`config.mk`:
```
export PLATFORM = sky130hd
export DESIGN_NAME = spi_mem_slave
export DESIGN_NICKNAME = d
export VERILOG_FILES = /design/src/rtl/spi_mem_pkg.sv /design/src/rtl/spi_edge_sync.sv /design/src/rtl/spi_mem_slave.sv
export SDC_FILE = /design/constraint.sdc
export NUM_CORES = 1
export LEC_CHECK = 0
export CORE_MARGIN = 1
export CORE_UTILIZATION = 35
export DETAILED_ROUTE_END_ITERATION = 10
export PLACE_DENSITY_LB_ADDON = 0.12
export SYNTH_ARGS = -nofsm -noshare
export SYNTH_HDL_FRONTEND = slang
export SYNTH_HIERARCHICAL = 1
export SYNTH_SLANG_ARGS = --single-unit
```
`constraint.sdc`:
```
create_clock -name clk -period 2.27 [get_ports clk]
set_clock_uncertainty 0.05 [all_clocks]
set_input_delay 0.681 -clock clk [delete_from_list [all_inputs] [get_ports clk]]
set_output_delay 0.681 -clock clk [all_outputs]
set_load 0.01 [all_outputs]
```
`src/rtl/spi_mem_pkg.sv`:
```
// Shared types and helpers for the SPI register-file slave.
// The state enum, read-command encoding and bit-counter sizing live here.
package spi_mem_pkg;

    typedef enum logic [2:0] {
        IDLE  = 3'd0,
        CMD   = 3'd1,
        READ  = 3'd2,
        WRITE = 3'd3,
        DONE  = 3'd4
    } state_t;

    localparam logic CMD_RD = 1'b1;

    // Wide enough to count the longer of the command and data phases, plus one spare bit
    function automatic int bit_cnt_width(input int cmd_bits, input int data_bits);
        int longest;
        longest = (cmd_bits > data_bits) ? cmd_bits : data_bits;
        return $clog2(longest) + 1;
    endfunction

endpackage

```
`src/rtl/spi_edge_sync.sv`:
```
// Brings one asynchronous pad signal into the clk domain.
// It is followed by an edge-detect flop that gives single-cycle rise/fall pulses.
module spi_edge_sync #(
    parameter int   STAGES = 2,
    parameter logic INIT   = 1'b0
) (
    input  logic clk,
    input  logic rst_n,
    input  logic din,
    output logic level,
    output logic rise,
    output logic fall
);

    logic [STAGES-1:0] sync;
    logic              prev;

    always_ff @(posedge clk or negedge rst_n) begin
        if (!rst_n) begin
            sync <= {STAGES{INIT}};
            prev <= INIT;
        end else begin
            sync <= {sync[STAGES-2:0], din};
            prev <= sync[STAGES-1];
        end
    end

    assign level = sync[STAGES-1];
    assign rise  = sync[STAGES-1] & ~prev;
    assign fall  = ~sync[STAGES-1] & prev;

endmodule

```
`src/rtl/spi_mem_slave.sv`:
```
// SPI mode 0/3 slave fronting a 2**ADDR_W x DATA_W register file.
// Define SPI_MEM_SLAVE_BURST_EN to keep streaming consecutive words until cs_n rises.
module spi_mem_slave
    import spi_mem_pkg::*;
#(
    parameter int ADDR_W      = 7,
    parameter int DATA_W      = 8,
    parameter int SYNC_STAGES = 2
) (
    input  logic              clk,
    input  logic              rst_n,
    input  logic              spi_sclk,
    input  logic              spi_cs_n,
    input  logic              spi_mosi,
    output logic              spi_miso,
    output logic              spi_miso_oe,
    output logic              busy,
    output logic              xfer_done,
    output logic              xfer_wr,
    output logic [ADDR_W-1:0] xfer_addr
);

`ifdef SPI_MEM_SLAVE_BURST_EN
    localparam bit BURST = 1'b1;
`else
    localparam bit BURST = 1'b0;
`endif

    localparam int              CNT_W     = bit_cnt_width(1 + ADDR_W, DATA_W);
    localparam logic [CNT_W-1:0] CMD_LAST  = CNT_W'(ADDR_W);
    localparam logic [CNT_W-1:0] DATA_LAST = CNT_W'(DATA_W - 1);

    logic sclk_rise, sclk_fall, sclk_level_unused;
    logic cs_rise, cs_fall, cs_level_unused;
    logic mosi_level, mosi_rise_unused, mosi_fall_unused;

    spi_edge_sync #(.STAGES(SYNC_STAGES), .INIT(1'b0)) u_sclk_sync (
        .clk(clk), .rst_n(rst_n), .din(spi_sclk),
        .level(sclk_level_unused), .rise(sclk_rise), .fall(sclk_fall)
    );

    spi_edge_sync #(.STAGES(SYNC_STAGES), .INIT(1'b1)) u_cs_sync (
        .clk(clk), .rst_n(rst_n), .din(spi_cs_n),
        .level(cs_level_unused), .rise(cs_rise), .fall(cs_fall)
    );

    spi_edge_sync #(.STAGES(SYNC_STAGES), .INIT(1'b0)) u_mosi_sync (
        .clk(clk), .rst_n(rst_n), .din(spi_mosi),
        .level(mosi_level), .rise(mosi_rise_unused), .fall(mosi_fall_unused)
    );

    state_t              state;
    logic [CNT_W-1:0]    bit_cnt;
    logic [ADDR_W-1:0]   cmd_sr;
    logic [ADDR_W-1:0]   addr;
    logic [DATA_W-1:0]   rx_sr;
    logic [DATA_W-1:0]   tx_sr;
    logic                wr_pend;
    logic [DATA_W-1:0]   mem [2**ADDR_W];

    logic [ADDR_W:0]     cmd_full;
    logic [DATA_W:0]     rx_full;
    logic [ADDR_W-1:0]   addr_next;

    assign cmd_full  = {cmd_sr, mosi_level};
    assign rx_full   = {rx_sr, mosi_level};
    assign addr_next = addr + ADDR_W'(1);

    // The write lands one clk after the last data bit, so a cs_n rise racing it cannot drop it
    always_ff @(posedge clk) begin
        if (wr_pend) begin
            mem[addr] <= rx_sr;
        end
    end

    always_ff @(posedge clk or negedge rst_n) begin
        if (!rst_n) begin
            state       <= IDLE;
            bit_cnt     <= '0;
            cmd_sr      <= '0;
            addr        <= '0;
            rx_sr       <= '0;
            tx_sr       <= '0;
            wr_pend     <= 1'b0;
            spi_miso    <= 1'b0;
            spi_miso_oe <= 1'b0;
            busy        <= 1'b0;
            xfer_done   <= 1'b0;
            xfer_wr     <= 1'b0;
            xfer_addr   <= '0;
        end else begin
            xfer_done <= 1'b0;
            if (wr_pend) begin
                wr_pend   <= 1'b0;
                xfer_done <= 1'b1;
                xfer_wr   <= 1'b1;
                xfer_addr <= addr;
                if (BURST) begin
                    addr <= addr_next;
                end
            end

            if (cs_rise) begin
                state       <= IDLE;
                busy        <= 1'b0;
                spi_miso    <= 1'b0;
                spi_miso_oe <= 1'b0;
                bit_cnt     <= '0;
            end else begin
                case (state)
                    IDLE: begin
                        if (cs_fall) begin
                            state   <= CMD;
                            busy    <= 1'b1;
                            bit_cnt <= '0;
                        end
                    end
                    CMD: begin
                        if (sclk_rise) begin
                            cmd_sr <= cmd_full[ADDR_W-1:0];
                            if (bit_cnt == CMD_LAST) begin
                                bit_cnt <= '0;
                                addr    <= cmd_full[ADDR_W-1:0];
                                if (cmd_full[ADDR_W] == CMD_RD) begin
                                    tx_sr       <= mem[cmd_full[ADDR_W-1:0]];
                                    spi_miso_oe <= 1'b1;
                                    state       <= READ;
                                end else begin
                                    state <= WRITE;
                                end
                            end else begin
                                bit_cnt <= bit_cnt + CNT_W'(1);
                            end
                        end
                    end
                    READ: begin
                        if (sclk_fall) begin
                            spi_miso <= tx_sr[DATA_W-1];
                            tx_sr    <= tx_sr << 1;
                        end
                        if (sclk_rise) begin
                            if (bit_cnt == DATA_LAST) begin
                                bit_cnt   <= '0;
                                xfer_done <= 1'b1;
                                xfer_wr   <= 1'b0;
                                xfer_addr <= addr;
                                if (BURST) begin
                                    addr  <= addr_next;
                                    tx_sr <= mem[addr_next];
                                end else begin
                                    state       <= DONE;
                                    spi_miso    <= 1'b0;
                                    spi_miso_oe <= 1'b0;
                                end
                            end else begin
                                bit_cnt <= bit_cnt + CNT_W'(1);
                            end
                        end
                    end
                    WRITE: begin
                        if (sclk_rise) begin
                            rx_sr <= rx_full[DATA_W-1:0];
                            if (bit_cnt == DATA_LAST) begin
                                bit_cnt <= '0;
                                wr_pend <= 1'b1;
                                if (!BURST) begin
                                    state <= DONE;
                                end
                            end else begin
                                bit_cnt <= bit_cnt + CNT_W'(1);
                            end
                        end
                    end
                    DONE: begin
                        spi_miso_oe <= 1'b0;
                    end
                    default: begin
                        state <= IDLE;
                        busy  <= 1'b0;
                    end
                endcase
            end
        end
    end

endmodule

```
==> results of run 1 <==
metrics by stage:
step                cells  setup TNS [ns]  hold slack [ns]
floorplan            2083           -4.42            0.281
global placement     3916           -5.16            0.285
detailed placement   3916           -4.96            0.287
CTS                  4148           -2.56            0.288
global route         4164           -3.07            0.314
finish               4165           -2.51            0.299
worst max-delay path, cell delays in order (launching register included):
cell	delay [ns]
dfrtp_4	0.45
buf_12	0.13
buf_4	0.16
buf_16	0.18
mux4_2	0.55
a22oi_2	0.22
buf_4	0.14
nand2_1	0.13
a21oi_1	0.18
mux2_2	0.22
o211ai_1	0.09
power breakdown:
group | switching (mW) | internal [mW]
clock | 7.77 | 11.2
sequential | 0.143 | 21.6
combinational | 3.99 | 2.90
total | 11.9 | 35.8
flip-flops by register name, indices dropped and copies added, names as in the netlist:
register	flops
xfer_done	1
xfer_addr	7
u_sclk_sync/sync	2
u_cs_sync/sync	2
spi_miso	1
cmd_sr	7
u_cs_sync/prev	1
addr	7
u_mosi_sync/sync	2
mem	1024
xfer_wr	1
rx_sr	8
bit_cnt	4
busy	1
state	3
tx_sr	8
spi_miso_oe	1
wr_pend	1
u_sclk_sync/prev	1
path summary, 6_finish.rpt:
kind                                        to  slack, ns  cells after the start
min in group asynchronous         xfer_addr[2]       0.44                      3
min                        u_mosi_sync/sync[1]       0.30                      0
min reg2reg                u_mosi_sync/sync[1]       0.30                      0
max in group asynchronous  u_mosi_sync/sync[1]       1.36                      3
max reg2reg                           tx_sr[2]      -0.37                     10
max                                   tx_sr[2]      -0.37                     10
routing by layer:
layer  wire length [µm]  vias up
li1                   -     9378
met1              50800    11555
met2              52000      625
met3               6560      139
met4               2150        2
met5                  7        -
final cells by class:
cell class | instances | area (µm²)
antenna | 1 | 2.50
clock buffer | 144 | 3090
clock inverter | 72 | 763
fill | 10229 | 67000
inverter | 5 | 18.8
multi-input combinational | 876 | 9720
sequential | 1082 | 32300
tap | 1600 | 2000
timing repair buffer | 385 | 3840
what timing repair did:
| item | 4_1_cts | 5_1_grt |
|---|---|---|
| hold buffers | 1 | 0 |
| gates cloned | 3 | 4 |
| buffers inserted | 12 | 14 |
| hold endpoints to repair | 55 | 0 |
| gates resized for setup | 66 | 47 |
| pin swaps | 14 | 14 |
| setup endpoints to repair | 20 | 78 |
==> metrics.md, run 1 <==
| Metric | Value |
|---|---|
| Status | `complete, but fails checks` |
| Failing checks | `setup timing` |
| 1st-iter DRT viols | `1914` |
| Setup violators final | `8` |
| DRT antenna net count | `0` |
| Most frequent cells in the layout | `edfxtp_1 (1024), buf_4 (299), mux4_2 (238)` |
| Number of global-route vias before repair | `22.4k` |
| Initial core utilization | `35.5%` |
| Met2 Usage GRT | `28.5%` |
| Rows | `126` |
| Largest net degree at the start of global routing | `71` |
| Max cap viols | `0` |
| Final HPWL DP | `72800 µm` |
| Initial antenna violation count | `3` |
| Die area | `122000 µm²` |
| Gr ovfl total | `0` |
| Wirelength, routed | `112000 µm` |
| Placed cell area | `47000 µm²` |
| Clock Path Buffers | `3` |
| GPL Wtd Cong | `0.828` |
| WS Path Type | `flip-flop to flip-flop` |
| Ys Warns | `6` |
| Worst hold start | `u_mosi_sync/sync[0]` |
| Clk_lat worst skew | `0.71 ns` |
| Met1 Track Usage GR | `26.3%` |
| Crit share post-route | `116%` |
| Cell Pwr Density | `922 nW/µm²` |
| CTS clk-pin slew, worst paths | `0.06 ns` |
| Gr busiest metal | `met2` |
| Crit start category | `flip-flop` |
| Worst slack, placed | `-0.780 ns` |
| Hold/Removal Path Class | `flip-flop to flip-flop` |
| Fin nets | `2471` |
| Gr usage total | `18.3%` |
| Fin area | `51700 µm²` |
| Share of layout cells above drive strength 1 | `35.8%` |
| Final worst setup slack | `-0.371 ns` |
| CP Capture Type | `flip-flop` |
| Synthesized area | `42200 µm²` |
| Cells after Synth | `2083` |
| Die Wd | `349 µm` |
| Inserted Clock Buffers | `115` |
| CORE AREA | `119000 µm²` |
| Via Count | `21.7k` |
| Crit path DAT | `3.17 ns` |
| Tot Pwr | `47.7 mW` |
| H-tree levels | `3` |
| GR Util met3 | `3.57%` |
| WL/cell | `26.8 µm` |
| Root buffer cell | `clkbuf_16` |
| Critical path origin | `u_mosi_sync/sync[1]` |
| Max-slew violations | `0` |
| First-pass GRT wire length | `160000 µm` |
| Avg Cell Area, Syn | `20.2 µm²` |
| Drt pass-1 iters | `5` |
| P&R area growth vs syn | `22.6%` |
| # port buffers | `16` |
| Via density | `5.21` |
| RSZ-0062 raised after global routing | `yes` |
| Final core occ | `43.5%` |
| P_leak | `17.1 nW` |
| Fin crit period | `2.64 ns` |
| Reg-to-reg startpoint | `u_mosi_sync/sync[1]` |
| Worst IR drop on VDD | `0.000643 V` |
| Ports | `17` |
| DRC viols | `0` |
| Syn_nets | `2089` |
| Max Clock Freq | `379 MHz` |
| CP required | `2.80 ns` |
| Hold Violations, Final | `0` |
| Most common cell after layout, fill and taps aside | `edfxtp_1` |
| CTS sink cnt | `1082` |
| Max-slew headroom | `47.6%` |
| Crit Path Max Fanout | `12` |
| Least-Margin Pin Slew | `0.786 ns` |
| CTS tree | `built` |
| Die H | `349 µm` |
No activity file was read; power rests on OpenSTA's default activity.
==> inputs of run 2 (changes only) <==
- ABC_AREA: unset -> 1
- REMOVE_ABC_BUFFERS: unset -> 1
==> run 2 against run 1 <==
- cell count increased by 38%
- the flow still finishes with violations (setup timing)
- maximum frequency increased by 12%
- register-to-register slack improved by 0.28 ns
- highest routed layer is now met4
- final area increased by 2.9%
- sequential power increased by 17%
- worst setup slack improved by 0.28 ns
- utilization decreased by 0.68 points
==> metrics.md, run 2 <==
| Metric | Value |
|---|---|
| Comb pwr share | `27.4%` |
| Via Count | `29.4k` |
| CP top delay family | `simple AND/OR/NAND/NOR gates` |
| Switching power | `20.4 mW` |
| Crit Path Max Fanout | `23` |
| Filler Cell Count | `11.5k` |
| Via density | `5.11` |
| Crit share post-route | `104%` |
| Ys Warns | `6` |
| Ant diodes | `0` |
| P_leak | `19.4 nW` |
| Cell repeated most along the worst path | `nand3_1` |
| Cell-internal power | `40.1 mW` |
| CTS sink cnt | `1082` |
| Final core occ | `42.9%` |
| Clk_lat worst skew | `0.72 ns` |
| Synthesized area | `43900 µm²` |
| Failing checks | `setup timing` |
| Inserted Clock Buffers | `118` |
| Die Wd | `356 µm` |
| CORE AREA | `124000 µm²` |
| Fin nets | `4030` |
| Flip-flop count of the largest register after layout | `1024` |
| Initial core utilization | `35.4%` |
| Least-Margin Pin Slew | `1.12 ns` |
| Max-slew headroom | `25.4%` |
| Share of layout cells above drive strength 1 | `15.6%` |
| Status | `complete, but fails checks` |
| Largest net degree at the start of global routing | `67` |
| Cells after Synth | `3742` |
| Crit path DAT | `2.94 ns` |
| Most common cell after layout, fill and taps aside | `edfxtp_1` |
| Top reg by flops | `mem` |
| RSZ-0062 raised after global routing | `yes` |
| Fin crit period | `2.36 ns` |
| Final worst setup slack | `-0.0938 ns` |
| Max-slew violations | `0` |
| WL/cell | `23.0 µm` |
| Hold WS | `0.300 ns` |
| Worst slack, placed | `-0.227 ns` |
| First-pass GRT wire length | `195000 µm` |
| Multi-input logic area | `10700 µm²` |
| Root buffer cell | `clkbuf_16` |
| Cell Pwr Density | `1140 nW/µm²` |
| CP max stage cell | `dfrtp_4` |
| Max Clock Freq | `423 MHz` |
| CTS clk-pin slew, worst paths | `0.06 ns` |
| FF/Latch Area | `32200 µm²` |
| Max incr delay on CP | `0.59 ns` |
| Switching share of power | `33.7%` |
| P&R area growth vs syn | `21.1%` |
| Sequential Power Share | `42.4%` |
| Die H | `356 µm` |
| WS Path Type | `flip-flop to flip-flop` |
| Initial antenna violation count | `1` |
| H-tree levels | `3` |
| CTS tree | `built` |
| Drt pass-1 iters | `6` |
| Final HPWL DP | `80100 µm` |
| Worst IR drop on VDD | `0.00133 V` |
| Rows | `129` |
| Gr ovfl total | `0` |
| DRT antenna net count | `0` |
| Hold Violations, Final | `0` |
| Setup violators final | `8` |
| # port buffers | `16` |
| Max cap viols | `0` |
| 1st-iter DRT viols | `2337` |
| Number of global-route vias before repair | `29.1k` |
| Largest registers | `mem x1024, rx_sr x8, tx_sr x8` |
| Crit start category | `flip-flop` |
| Worst-path cell chain | `inv_12, buf_6, buf_12, nand2_1, nand3_1, nand3_1, nand3_1, nand2_1, nand2_1, nand3_2, nand3_4, nand3_1, a21oi_1` |
| GPL Wtd Cong | `0.812` |
| Most frequent cells in the layout | `edfxtp_1 (1024), nand2_1 (1008), nand3_1 (766)` |
| Hold/Removal Path Class | `flip-flop to flip-flop` |
| Gr usage total | `20.7%` |
| Avg Cell Area, Syn | `11.7 µm²` |
| Ports | `17` |
| Die area | `127000 µm²` |
| Wirelength, routed | `132000 µm` |
| CP required | `2.85 ns` |
| Clock Path Buffers | `3` |
| CP Capture Type | `flip-flop` |
| DRC viols | `0` |
| Buf/Inv on CP | `3` |
| Clock share of power | `30.2%` |
run 2: cell types whose count changed in the layout (fill, tap and decap cells not counted), moves of 19 or more:
cell      change
a22oi_1      -67
buf_12       +21
o22ai_1      +28
clkinv_1     +24
nor2_1       +97
mux2_2       -31
nand2_1     +956
buf_4        -19
inv_1        +67
mux4_2      -238
o21ai_0     +114
nand3_1     +747
mux2i_1      -63
nand3_2      +52
run 2: power by group through the flow:
stage | clock network (mW) | logic [mW] | registers, mW
floorplan | 0 | 5.53 | 27.2
CTS | 18.7 | 16.2 | 25.6
finish | 18.3 | 16.6 | 25.6
global route | 19.4 | 17.9 | 25.7
detailed placement | 0 | 15.8 | 26.0
global placement | 0 | 15.8 | 26.0
run 2: worst paths after layout:
kind | depth (start not counted) | startpoint | end | slack, ns
worst min-delay path | 0 | u_sclk_sync/sync[0] | u_sclk_sync/sync[1] | 0.30
min in group asynchronous | 3 | rst_n | u_mosi_sync/sync[0] | 0.43
worst min register to register | 0 | u_sclk_sync/sync[0] | u_sclk_sync/sync[1] | 0.30
max in group asynchronous | 3 | rst_n | rx_sr[0] | 1.33
worst max register to register | 13 | u_mosi_sync/sync[1] | tx_sr[2] | -0.09
worst max-delay path | 13 | u_mosi_sync/sync[1] | tx_sr[2] | -0.09
run 2: cell type report:
type                            count  area share (%)
Sequential cell                  1082            60.6
Multi-Input combinational cell   2344            20.0
Timing Repair Buffer              397            8.08
Clock buffer                      143            5.77
Tap cell                         1637            3.85
Clock inverter                     71            1.02
Inverter                           80           0.607
Timing Repair inverter              1          0.0165
run 2: metal layers:
metal | share of wire (%) | vias up | routed length (µm) | track usage [%]
li1 | - | 13817 | - | -
met1 | 46 | 14710 | 60800 | 29.6
met2 | 47 | 732 | 62000 | 33.0
met3 | 5.2 | 152 | 6830 | 2.96
met4 | 2.1 | 0 | 2710 | 5.55
met5 | 0 | - | 0 | 0
run 2: timing repair:
action,CTS,global route
setup buffers,13,10
cloned,7,6
setup endpoints to repair,20,39
pin swaps,3,8
hold buffers,1,0
resized for setup,54,81
hold endpoints to repair,55,0
run 2: per-stage QoR:
step	std cells	power [mW]	TNS, ns	cell area (µm²)
2_1_floorplan	3506	32.8	-233.32	42800
3_3_place_gp	5504	41.8	-1.11	48500
3_5_place_dp	5504	41.8	-1.12	48500
4_1_cts	5739	60.5	-0.678	52600
5_1_grt	5755	63.0	-1.31	53200
6_report	5755	60.5	-0.554	53200
==> inputs of run 3 (changes only) <==
- CORE_UTILIZATION: 35 -> 50
- clock period: 2.27 -> 2.2 ns (I/O delays scaled with it)
==> run 3 against run 2 <==
- the run still ends with setup timing left
- register-to-register slack got worse by 0.02 ns
- worst hold slack about the same
- critical path type unchanged
- sequential share of layout area fell by 1.1 points
- non-clock buffer count increased by 2
- critical endpoint is now tx_sr[4]
==> metrics.md, run 3 (synthesis gave the netlist of run 2 again) <==
| Metric | Value |
|---|---|
| Die Wd | `298 µm` |
| Failing checks | `setup timing` |
| Setup tns final | `-0.627 ns` |
| Max-slew violations | `0` |
| CP required | `2.72 ns` |
| Via Count | `30.5k` |
| CTS sink cnt | `1082` |
| Final core occ | `62.4%` |
| Switching share of power | `33.6%` |
| Worst-path cell chain | `buf_12, buf_16, buf_12, buf_4, nand2_1, nand3_1, nand3_1, nand3_2, nand3_2, nand2_1, nand2_2, nand3_4, nand3_2, nand2_1` |
| Worst slack, placed | `-0.202 ns` |
| Number of global-route vias before repair | `29.8k` |
| Final worst setup slack | `-0.114 ns` |
| Final HPWL DP | `74300 µm` |
| Setup violators final | `8` |
| Least-Margin Pin Slew | `0.744 ns` |
| Max-slew headroom | `50.4%` |
| Clk_lat worst skew | `0.69 ns` |
| Max cap viols | `0` |
| Initial antenna violation count | `2` |
| Rows | `108` |
| Cell-internal power | `41.8 mW` |
| Comb pwr share | `28.4%` |
| First-pass GRT wire length | `185000 µm` |
| Top reg by flops | `mem` |
| Crit share post-route | `105%` |
| # port buffers | `16` |
| Inserted Clock Buffers | `112` |
| Share of layout cells above drive strength 1 | `21.3%` |
| Initial core utilization | `50.6%` |
| Die area | `89100 µm²` |
| Crit Path Max Fanout | `11` |
| P_leak | `19.9 nW` |
| P&R area growth vs syn | `23.4%` |
| Clock Path Buffers | `3` |
| Cell Pwr Density | `1160 nW/µm²` |
| Status | `complete, but fails checks` |
| WS Path Type | `flip-flop to flip-flop` |
| Hold WS | `0.300 ns` |
| Die H | `298 µm` |
| Sequential Power Share | `41.9%` |
| CORE AREA | `86900 µm²` |
| Flip-flop count of the largest register after layout | `1024` |
| GPL Wtd Cong | `0.869` |
| H-tree levels | `3` |
| Gr usage total | `27.7%` |
| Fin nets | `4027` |
| CP max stage cell | `dfrtp_4` |
| Root buffer cell | `clkbuf_16` |
| CTS clk-pin slew, worst paths | `0.06 ns` |
| Max incr delay on CP | `0.51 ns` |
| Inst Count DP | `5004` |
| 1st-iter DRT viols | `3283` |
| DRC viols | `0` |
| Most frequent cells in the layout | `edfxtp_1 (1024), nand2_1 (953), nand3_1 (639)` |
| Drt pass-1 iters | `5` |
| DRT antenna net count | `0` |
| Tot Pwr | `63.0 mW` |
| Fin area | `54200 µm²` |
| Worst IR drop on VDD | `0.00131 V` |
| Wirelength, routed | `126000 µm` |
| Clock share of power | `29.7%` |
| WL/cell | `23.9 µm` |
| Via density | `5.79` |
| Hold Violations, Final | `0` |
| Placed cell area | `47800 µm²` |
| RSZ-0062 raised after global routing | `yes` |
| Most common cell after layout, fill and taps aside | `edfxtp_1` |
| Switching power | `21.1 mW` |
| Crit path DAT | `2.84 ns` |
| Layout Cells excl Fill | `5272` |
| Fin crit period | `2.31 ns` |
| CP Capture Type | `flip-flop` |
| Largest net degree at the start of global routing | `66` |
| Ports | `17` |
| CTS tree | `built` |
| Hold/Removal Path Class | `flip-flop to flip-flop` |
| Gr ovfl total | `0` |
| Max Clock Freq | `432 MHz` |
| Crit start category | `flip-flop` |
| Largest registers | `mem x1024, rx_sr x8, tx_sr x8` |
run 3: cell types whose count changed in the layout (fill, tap and decap cells not counted), sizes merged:
cell,before,now
bufbuf,2,3
diode,0,1
clkdlybuf4s15,1,0
clkinv,60,61
buf,373,369
bufinv,8,11
inv,83,82
dlygate4sd2,11,12
clkbuf,149,147
run 3: repair_timing:
action / CTS / global route
buffers inserted: 21 / 7
endpoints found under the hold margin: 55 / 0
endpoints found under the setup margin: 20 / 15
hold buffers: 1 / 0
gates resized for setup: 227 / 259
cloned: 20 / 12
pin swaps: 65 / 112
run 3: per-layer routing:
metal	wire, µm	track usage (%)
met1	51600	38.7
met2	59800	44.3
met3	10700	4.59
met4	3580	9.32
met5	12	0
run 3: path summary, 6_finish.rpt:
kind                                      from                   to  slack, ns  cells after the start
max                        u_mosi_sync/sync[1]             tx_sr[4]      -0.11                     14
min                        u_sclk_sync/sync[0]  u_sclk_sync/sync[1]       0.30                      0
max reg2reg                u_mosi_sync/sync[1]             tx_sr[4]      -0.11                     14
min reg2reg                u_sclk_sync/sync[0]  u_sclk_sync/sync[1]       0.30                      0
max in group asynchronous                rst_n       u_cs_sync/prev       1.26                      3
min in group asynchronous                rst_n              wr_pend       0.49                      3
run 3: worst max-delay path: cells and delay by family, from the launching register on:
kind / cells / cell delay [ns]
buffers and inverters: 4 / 0.67
flip-flops: 1 / 0.51
AND/OR/NAND/NOR: 10 / 0.95
run 3: power groups by stage:
stage | clock (mW) | combinational [mW] | sequential [mW]
floorplan | 0 | 5.65 | 28.1
global placement | 0 | 15.0 | 26.7
detailed placement | 0 | 15.2 | 26.8
CTS | 18.9 | 16.5 | 26.4
global route | 19.7 | 19.0 | 26.4
finish | 18.7 | 17.9 | 26.4
run 3: area by class of cell:
type                    instances  area [µm²]
repair inverters                2        46.3
inverters                      80         334
fillers                      6552       32700
flip-flops and latches       1082       32200
clock buffers                 136        2960
diodes                          1        2.50
multi-input cells            2344       11700
repair buffers                399        4770
clock inverters                73         669
well taps                    1155        1450
